**src/rtl/pipe_arb_pkg.sv**
```systemverilog
// pipe_arb_pkg: shared defaults and lock-state type for the pipelined round-robin arbiter.
// Contents: DEFAULT_WIDTH, DEFAULT_N_REQ, DEFAULT_LATENCY, lock_state_t (IDLE, LOCKED).
package pipe_arb_pkg;
    localparam int DEFAULT_WIDTH   = 8;
    localparam int DEFAULT_N_REQ   = 4;
    localparam int DEFAULT_LATENCY = 1;
    typedef enum logic {IDLE, LOCKED} lock_state_t;
endpackage

```
**src/rtl/pipe_rr_arbiter_if.sv**
```systemverilog
// pipe_rr_arbiter_if: requester, shared-datapath and response signals of the arbiter.
// Signals: req_valid/req_data/req_ready (requesters), dp_data/dp_result (shared datapath),
//          rsp_valid/rsp_id/rsp_data (responses), req_lock when PIPE_ARB_LOCK_EN is defined.
// Modports: master = requesters + datapath side, slave = the arbiter.
interface pipe_rr_arbiter_if
    import pipe_arb_pkg::*;
#(
    parameter int WIDTH = DEFAULT_WIDTH,
    parameter int N_REQ = DEFAULT_N_REQ
);
    localparam int IDW = $clog2(N_REQ);
    logic [N_REQ-1:0]       req_valid;
    logic [N_REQ*WIDTH-1:0] req_data;
    logic [N_REQ-1:0]       req_ready;
    logic [WIDTH-1:0]       dp_data;
    logic [WIDTH-1:0]       dp_result;
    logic                   rsp_valid;
    logic [IDW-1:0]         rsp_id;
    logic [WIDTH-1:0]       rsp_data;
`ifdef PIPE_ARB_LOCK_EN
    logic [N_REQ-1:0]       req_lock;
`endif
    modport master (
        output req_valid, req_data, dp_result,
        input  req_ready, dp_data, rsp_valid, rsp_id, rsp_data
`ifdef PIPE_ARB_LOCK_EN
        , output req_lock
`endif
    );
    modport slave (
        input  req_valid, req_data, dp_result,
        output req_ready, dp_data, rsp_valid, rsp_id, rsp_data
`ifdef PIPE_ARB_LOCK_EN
        , input req_lock
`endif
    );
endinterface

```
**src/rtl/pipe_tag_delay.sv**
```systemverilog
// pipe_tag_delay: DEPTH-stage shift register for TW-bit tags, one entry per cycle.
// Ports: clk, rst (sync active-low, clears all stages), in (tag entering), out (tag DEPTH cycles later).
module pipe_tag_delay #(
    parameter int DEPTH = 1,
    parameter int TW    = 1
) (
    input  logic          clk,
    input  logic          rst,
    input  logic [TW-1:0] in,
    output logic [TW-1:0] out
);
    logic [TW-1:0] stage [DEPTH];
    always_ff @(posedge clk) begin
        if (!rst) begin
            for (int i = 0; i < DEPTH; i++) stage[i] <= '0;
        end else begin
            stage[0] <= in;
            for (int i = 1; i < DEPTH; i++) stage[i] <= stage[i-1];
        end
    end
    assign out = stage[DEPTH-1];
endmodule

```
**src/rtl/pipe_rr_arbiter.sv**
```systemverilog
// pipe_rr_arbiter: round-robin arbiter feeding a fixed-latency shared datapath, returning tagged results.
// Ports: clk; rst (sync active-low); bus (pipe_rr_arbiter_if.slave): req_valid/req_data/req_ready,
//        dp_data/dp_result, rsp_valid/rsp_id/rsp_data.
// Macro PIPE_ARB_LOCK_EN: adds req_lock and an IDLE/LOCKED owner lock; default build is pure round-robin.
module pipe_rr_arbiter
    import pipe_arb_pkg::*;
#(
    parameter int WIDTH   = DEFAULT_WIDTH,
    parameter int N_REQ   = DEFAULT_N_REQ,
    parameter int LATENCY = DEFAULT_LATENCY
) (
    input logic              clk,
    input logic              rst,
    pipe_rr_arbiter_if.slave bus
);
    localparam int IDW = $clog2(N_REQ);
    logic [IDW-1:0] ptr, gid, idx;
    logic           found, xfer;
    logic [IDW:0]   tag_out;
`ifdef PIPE_ARB_LOCK_EN
    lock_state_t    state;
    logic [IDW-1:0] owner;
`endif
    function automatic logic [IDW-1:0] wrap_inc(input logic [IDW-1:0] k);
        return (k == IDW'(N_REQ - 1)) ? '0 : k + 1'b1;
    endfunction
    // Scan from ptr upward, wrapping; the first valid requester wins.
    always_comb begin
        found = 1'b0;
        gid   = '0;
        idx   = '0;
`ifdef PIPE_ARB_LOCK_EN
        if (state == LOCKED) begin
            found = bus.req_valid[owner];
            gid   = owner;
        end else begin
`else
        begin
`endif
            for (int i = 0; i < N_REQ; i++) begin
                idx = IDW'((int'(ptr) + i) % N_REQ);
                if (!found && bus.req_valid[idx]) begin
                    found = 1'b1;
                    gid   = idx;
                end
            end
        end
    end
    assign xfer          = found && rst;
    assign bus.req_ready = xfer ? N_REQ'(1) << gid : '0;
    assign bus.dp_data   = xfer ? bus.req_data[gid*WIDTH +: WIDTH] : '0;
    always_ff @(posedge clk) begin
        if (!rst) begin
            ptr   <= '0;
`ifdef PIPE_ARB_LOCK_EN
            state <= IDLE;
            owner <= '0;
`endif
        end else begin
`ifdef PIPE_ARB_LOCK_EN
            // ptr stays frozen while locked; release resumes just past the owner.
            if (state == LOCKED) begin
                if (!bus.req_valid[owner] || !bus.req_lock[owner]) begin
                    state <= IDLE;
                    ptr   <= wrap_inc(owner);
                end
            end else if (xfer) begin
                if (bus.req_lock[gid]) begin
                    state <= LOCKED;
                    owner <= gid;
                end else begin
                    ptr <= wrap_inc(gid);
                end
            end
`else
            if (xfer) ptr <= wrap_inc(gid);
`endif
        end
    end
    // Tags enter every cycle, bubbles included, so the result lines up with dp_result.
    pipe_tag_delay #(.DEPTH(LATENCY), .TW(IDW + 1)) u_tag (
        .clk (clk),
        .rst (rst),
        .in  ({xfer, gid}),
        .out (tag_out)
    );
    assign bus.rsp_valid = tag_out[IDW] && rst;
    assign bus.rsp_id    = bus.rsp_valid ? tag_out[IDW-1:0] : '0;
    assign bus.rsp_data  = bus.rsp_valid ? bus.dp_result : '0;
endmodule

```
**src/flat_wrapper.sv**
```systemverilog
// flat-port wrapper written by rule: the top's interface ports become plain ports
module pipe_rr_arbiter_flat import pipe_arb_pkg::*;
#(
    parameter int WIDTH   = DEFAULT_WIDTH,
    parameter int N_REQ   = DEFAULT_N_REQ,
    parameter int LATENCY = DEFAULT_LATENCY
)
  (clk, rst, bus_req_valid, bus_req_data, bus_dp_result, bus_req_ready, bus_dp_data, bus_rsp_valid, bus_rsp_id, bus_rsp_data);
  pipe_rr_arbiter_if #(.WIDTH(WIDTH), .N_REQ(N_REQ)) bus_i ();
  input logic clk;
  input logic rst;
  input wire logic [$bits(bus_i.req_valid)-1:0] bus_req_valid;
  input wire logic [$bits(bus_i.req_data)-1:0] bus_req_data;
  input wire logic [$bits(bus_i.dp_result)-1:0] bus_dp_result;
  output wire logic [$bits(bus_i.req_ready)-1:0] bus_req_ready;
  output wire logic [$bits(bus_i.dp_data)-1:0] bus_dp_data;
  output wire logic [$bits(bus_i.rsp_valid)-1:0] bus_rsp_valid;
  output wire logic [$bits(bus_i.rsp_id)-1:0] bus_rsp_id;
  output wire logic [$bits(bus_i.rsp_data)-1:0] bus_rsp_data;
  assign bus_i.req_valid = bus_req_valid;
  assign bus_i.req_data = bus_req_data;
  assign bus_i.dp_result = bus_dp_result;
  assign bus_req_ready = bus_i.req_ready;
  assign bus_dp_data = bus_i.dp_data;
  assign bus_rsp_valid = bus_i.rsp_valid;
  assign bus_rsp_id = bus_i.rsp_id;
  assign bus_rsp_data = bus_i.rsp_data;
  pipe_rr_arbiter #(.WIDTH(WIDTH), .N_REQ(N_REQ), .LATENCY(LATENCY)) u_core (.clk(clk), .rst(rst), .bus(bus_i));
endmodule
```
**config.mk**
```make
export PLATFORM = sky130hd
export DESIGN_NAME = pipe_rr_arbiter_flat
export DESIGN_NICKNAME = d
export VERILOG_FILES = /design/src/rtl/pipe_arb_pkg.sv /design/src/rtl/pipe_rr_arbiter_if.sv /design/src/rtl/pipe_tag_delay.sv /design/src/rtl/pipe_rr_arbiter.sv /design/src/flat_wrapper.sv
export SDC_FILE = /design/constraint.sdc
export NUM_CORES = 1
export LEC_CHECK = 0
export ABC_AREA = 1
export CORE_UTILIZATION = 25
export DETAILED_ROUTE_END_ITERATION = 10
export GPL_TIMING_DRIVEN = 0
export PLACE_DENSITY = 0.63
export SLEW_MARGIN = 0
export SYNTH_ARGS = -nofsm -noshare
export SYNTH_HDL_FRONTEND = slang
export SYNTH_SLANG_ARGS = --single-unit
```
**constraint.sdc**
```tcl
create_clock -name clk -period 5.6 [get_ports clk]
set_input_delay 1.12 -clock clk [delete_from_list [all_inputs] [get_ports clk]]
set_output_delay 1.12 -clock clk [all_outputs]
set_load 0.01 [all_outputs]
```
Word level (Yosys, flattened, before mapping)
Memory sizes are Yosys's and may differ from the RTL's.
Index checks and enable logic that the tools add are counted.
{"block": "word_totals", "reg_bits": 2, "ramBits": 3, "inputBits": 46, "memories": 1}
{"memory": "u_core.u_tag.stage", "depth": 1, "word_bits": 3, "rd": 1, "rd_clocked_by_memory_dff": 0, "wr": 1, "line": "pipe_tag_delay.sv:12", "source": "logic [TW-1:0] stage [DEPTH];"}
{"block": "op_classes", "add_sub_neg": 4, "magnitude_cmp": 4, "n_eq_ne": 1, "shifts": 2, "muxes": 25, "n_reduce_logical": 9}
{"cell": "$shiftx 32x6->8", "count": 1}
{"cell": "$mux 8", "count": 2}
{"cell": "$lt 2x3->1 const B", "count": 4}
{"cell": "$mux 2", "count": 6}
{"cell": "$mux 1", "count": 11}
{"cell": "$bmux 1 s2", "count": 4}
{"cell": "$logic_and 1x1->1", "count": 5}
{"cell": "$add 2x1->2 const B", "count": 2}
{"cell": "$add 2x2->2 const B", "count": 2}
{"cell": "$mux 4", "count": 1}
{"cell": "$shl 1x2->4 const A", "count": 1}
{"cell": "$logic_not 1->1", "count": 3}
{"cell": "$mux 3", "count": 1}
{"cell": "$reduce_or 3->1", "count": 1}
{"cell": "$eq 2x2->1 const B", "count": 1}

Depth between registers and ports, before layout
{"block": "logic_depth", "ltp_word": 14, "mapped_depth": 15, "mapped_depth_nobuf": 13}

By module
Synthesis repeated with hierarchy kept, for this count alone.
{"block": "unflattened", "cells_unflattened": 211, "hier_area_um2": 1107.3}
{"mod": "pipe_rr_arbiter", "instances": 1, "cells_each": 202, "area_per_inst_um2": 1024.7, "seq_area_each_um2": 40.0}
{"mod": "pipe_tag_delay", "instances": 1, "cells_each": 9, "area_per_inst_um2": 82.6, "seq_area_each_um2": 60.1}

Worst setup path before layout
No wires, ideal clock.
{"block": "synth_timing", "path_kind": "input-to-output", "startpoint": "input port bus_req_valid[3]", "endpoint": "output port bus_req_ready[3]", "t_arrival_ns": 2.341, "required_ns": 4.480, "path_slack_ns": 2.139, "stages": 13, "n_path_buf": 1, "path_cell_list": "inv_1 nand2_1 nand3_1 nand2_2 inv_1 nand2_1 nand2_4 nand3_4 buf_8 inv_2 ha_1 inv_1 nor2_1"}
{"block": "synth_via", "elab_chain_len": 14}
{"item": "from (decl)", "line": "flat_wrapper.sv:12", "source": "input wire logic [$bits(bus_i.req_valid)-1:0] bus_req_valid;"}
{"item": "$bmux 1 s2", "line": "pipe_rr_arbiter.sv:42", "source": "if (!found && bus.req_valid[idx]) begin"}
{"item": "$mux 1 (implied by the code)", "line": "pipe_rr_arbiter.sv:42"}
{"item": "$mux 1", "line": "pipe_rr_arbiter.sv:42"}
{"item": "$logic_not 1->1", "line": "pipe_rr_arbiter.sv:42"}
{"item": "$logic_and 1x1->1", "line": "pipe_rr_arbiter.sv:42"}
{"item": "$mux 1", "line": "pipe_rr_arbiter.sv:42"}
{"item": "$logic_not 1->1", "line": "pipe_rr_arbiter.sv:42"}
{"item": "$logic_and 1x1->1", "line": "pipe_rr_arbiter.sv:42"}
{"item": "$mux 1", "line": "pipe_rr_arbiter.sv:42"}
{"item": "$logic_not 1->1", "line": "pipe_rr_arbiter.sv:42"}
{"item": "$logic_and 1x1->1", "line": "pipe_rr_arbiter.sv:42"}
{"item": "$mux 2 (*)", "line": "pipe_rr_arbiter.sv:42"}
{"item": "net u_core.gid[0]", "line": "pipe_rr_arbiter.sv:17", "source": "logic [IDW-1:0] ptr, gid, idx;"}
{"item": "$shl 1x2->4 (*)", "line": "pipe_rr_arbiter.sv:50", "source": "assign bus.req_ready = xfer ? N_REQ'(1) << gid : '0;"}
{"item": "$mux 4 (*)", "line": "pipe_rr_arbiter.sv:50"}
{"item": "to (decl)", "line": "flat_wrapper.sv:15", "source": "output wire logic [$bits(bus_i.req_ready)-1:0] bus_req_ready;"}
Mark *: on every way through the listed nets, which the timed path passes. The rest lies on a longest branch. The select of a mux whose other input is x is not followed.

Final worst setup path
Ends and elaborated chain as after synthesis.

==> results.toml <==
[outcome]
status = "finished, final reports clean"

[detailed_routing]
first_pass_iters = 4
drtAntennaViolNets = 0
drt_iter0_markers = 46
via_per_inst = 4.198
drc = 0
wire_per_inst_um = 9.343
dr_total_vias = 1381
drt-total-wl_um = 3074

[global_routing]
grt_usage = 0.1454
grt_pass1_vias = 1257
overflow = 0
antenna_found_initial = 0
grt_pass1_wl_um = 5223
grt_max_degree = 12

[logic_synthesis]
yosys-top-cells-area = "inv_1 (19%), nand2_1 (19%), nand3_1 (10%), nand4_1 (9.8%), dfxtp_1 (9.2%)"
ys_ff_latch = 5
yosysTopAreaCell = "inv_1"
syn_area_per_cell_um2 = 5.234
synth_cells = 207
synth_area_um2 = 1084
syn-num-nets = 257
yosysWarningCount = 0
synth_top_area_frac = 0.1940
yosys.cell_types.count = 24
synth-seq-area-share = 0.09238

[critical_path]
crit_required_ps = 4480
crit_path_max_fanout = 10
endpoint_kind = "primary output"
cp-start-kind = "input pin"
critical_path_class = "input pin to primary output"
crit_arrival_ps = 3450

[power]
comb_power_share = 0.859
powerDensity_nw_per_um2 = 457.2
p_leak_nw = 0.9818
p_int_mw = 0.4186
power_frac_seq = 0.065
clockPowerShare = 0.076
totalPowerFinal_mw = 0.8558
ir_worst_vdd_v = 0.0001741
sw_frac_of_total = 0.5109
power_switching_mw = 0.4372

[layout]
fin_cells = 329
fin_area_um2 = 1872
multi_input_area_um2 = 686.9
fill_cells = 463
fin_nets = 330
drive_above_1_share = 0.07885
n_antenna_cell = 0
syn_to_final_growth_pct = 72.75
register_area_um2 = 100.1
utilization = 0.4581

[min_path]
min_path_type = "register to register"

[die]
ios = 69
core_area_um2 = 4086
num_rows = 23
die_w_um = 67.84
die-area_um2 = 4602
die_y_um = 67.84
initial_core_util = 0.2652

[placement]
post-place-cells = 325
port_buffers = 68
globalplace.congestion = 0.7720
place_area_um2 = 1827
dp_hpwl_um = 2445

[timing]
tightest_slew_ps = 394.7
max_freq_ghz = 0.2188
finalSetupTns_ps = 0
finalHoldViolations = 0
slew_headroom = 0.7369
drv_slew = 0
setup_viol = 0
rsz0062_at_grt = "false"
period_share = 0.8162
period_needed_ps = 4571
skew_ps = 0.6968

[run]
max_cap_violations = 0

[clocking]
post-cts-setup-buffer-count = 0
cts-root-buf = "clkbuf_8"
path_clk_slew_ps = 30
post_cts_resized = 0
cts_tree = "yes"
hold_buffers = 0
htree_num_levels = 1
clock_path_buffers = 2
clkLatencyLatePin_ps = 220
cts_buffers = 3
clock_sinks = 5
[registers in the layout (all words and copies together), names as in the netlist]
name                count
u_core.ptr              2
u_core.u_tag.stage      3
[per-layer routing]
layer	share of wire	track usage	wire, µm
met1	0.47	0.1901	1443
met2	0.42	0.2376	1285
met3	0.11	0.03333	345
met4	0	0.03906	0
met5	0	0	0
[Yosys cell counts]
master,n
inv_1,56
nand2_1,55
nand3_1,22
nand4_1,17
nor2_1,16
a21oi_1,9
dfxtp_1,5
ha_1,4
buf_2,3
nand2_2,3
buf_6,2
inv_2,2
nand3_4,2
a211oi_2,1
buf_4,1
buf_8,1
clkbuf_1,1
clkinv_1,1
inv_8,1
nand2_4,1
nand3_2,1
nor2_4,1
o21ai_0,1
o21ai_1,1
[power by group through the flow]
stage | Clock (mW) | Combinational [mW] | Sequential [mW]
after floorplan | 0 | 0.491 | 0.0549
after global placement | 0 | 0.739 | 0.0559
after detailed placement | 0 | 0.742 | 0.0560
after CTS | 0.0672 | 0.746 | 0.0554
after global routing | 0.0691 | 0.841 | 0.0565
final | 0.0654 | 0.735 | 0.0553
[cell type report]
cell class | instances | share of cell area
Clock buffer | 4 | 0.02406
Tap cell | 50 | 0.03342
Sequential cell | 5 | 0.05348
Inverter | 60 | 0.1243
Buffer | 8 | 0.03409
Timing Repair Buffer | 68 | 0.3636
Multi-Input combinational cell | 134 | 0.3670
[worst paths after layout]
check	slack [ps]	cells after the start	end	from
worst min register to register	560	2	u_core.ptr[1]	u_core.ptr[1]
worst max-delay path	1030	14	bus_req_ready[3]	bus_req_valid[3]
worst min-delay path	560	2	u_core.ptr[1]	u_core.ptr[1]
worst max register to register	3480	13	u_core.ptr[1]	u_core.ptr[0]
[critical path: stages]
cell             delay, ps
clkdlybuf4s50_1        480
inv_1                   60
nand2_1                 80
nand3_1                100
nand2_1                110
inv_1                   90
nand3_1                 90
nand3_1                 60
nand2_1                 80
clkinv_1               290
ha_1                   320
inv_1                   50
nor2_1                  30
clkdlybuf4s50_1        490
[stage by stage]
step	hold WS, ps	setup slack (ps)
global route	598.2	693.4
finish	558.2	1029
floorplan	507.7	2139
CTS	552.9	1032
global placement	543.5	1033
detailed placement	550.7	1039
[cells in the final DEF, fill, tap and decap left out, drive strengths merged, types with 2 or more instances in the layout]
cell type and n:
a21oi 9, buf 7, clkbuf 5, clkdlybuf4s50 68, dfxtp 5, ha 4, inv 59, nand2 59
nand3 25, nand4 17, nor2 17, o21ai 2
[logic make-up after synthesis]
group,share of synthesized area
adder cells (fa/ha/maj),0.04619
buffers and inverters,0.2737
flip-flops,0.09238
AO/OA/AOI/OAI,0.06234
AND/OR/NAND/NOR,0.5254
(Power assumes the default switching activity.)
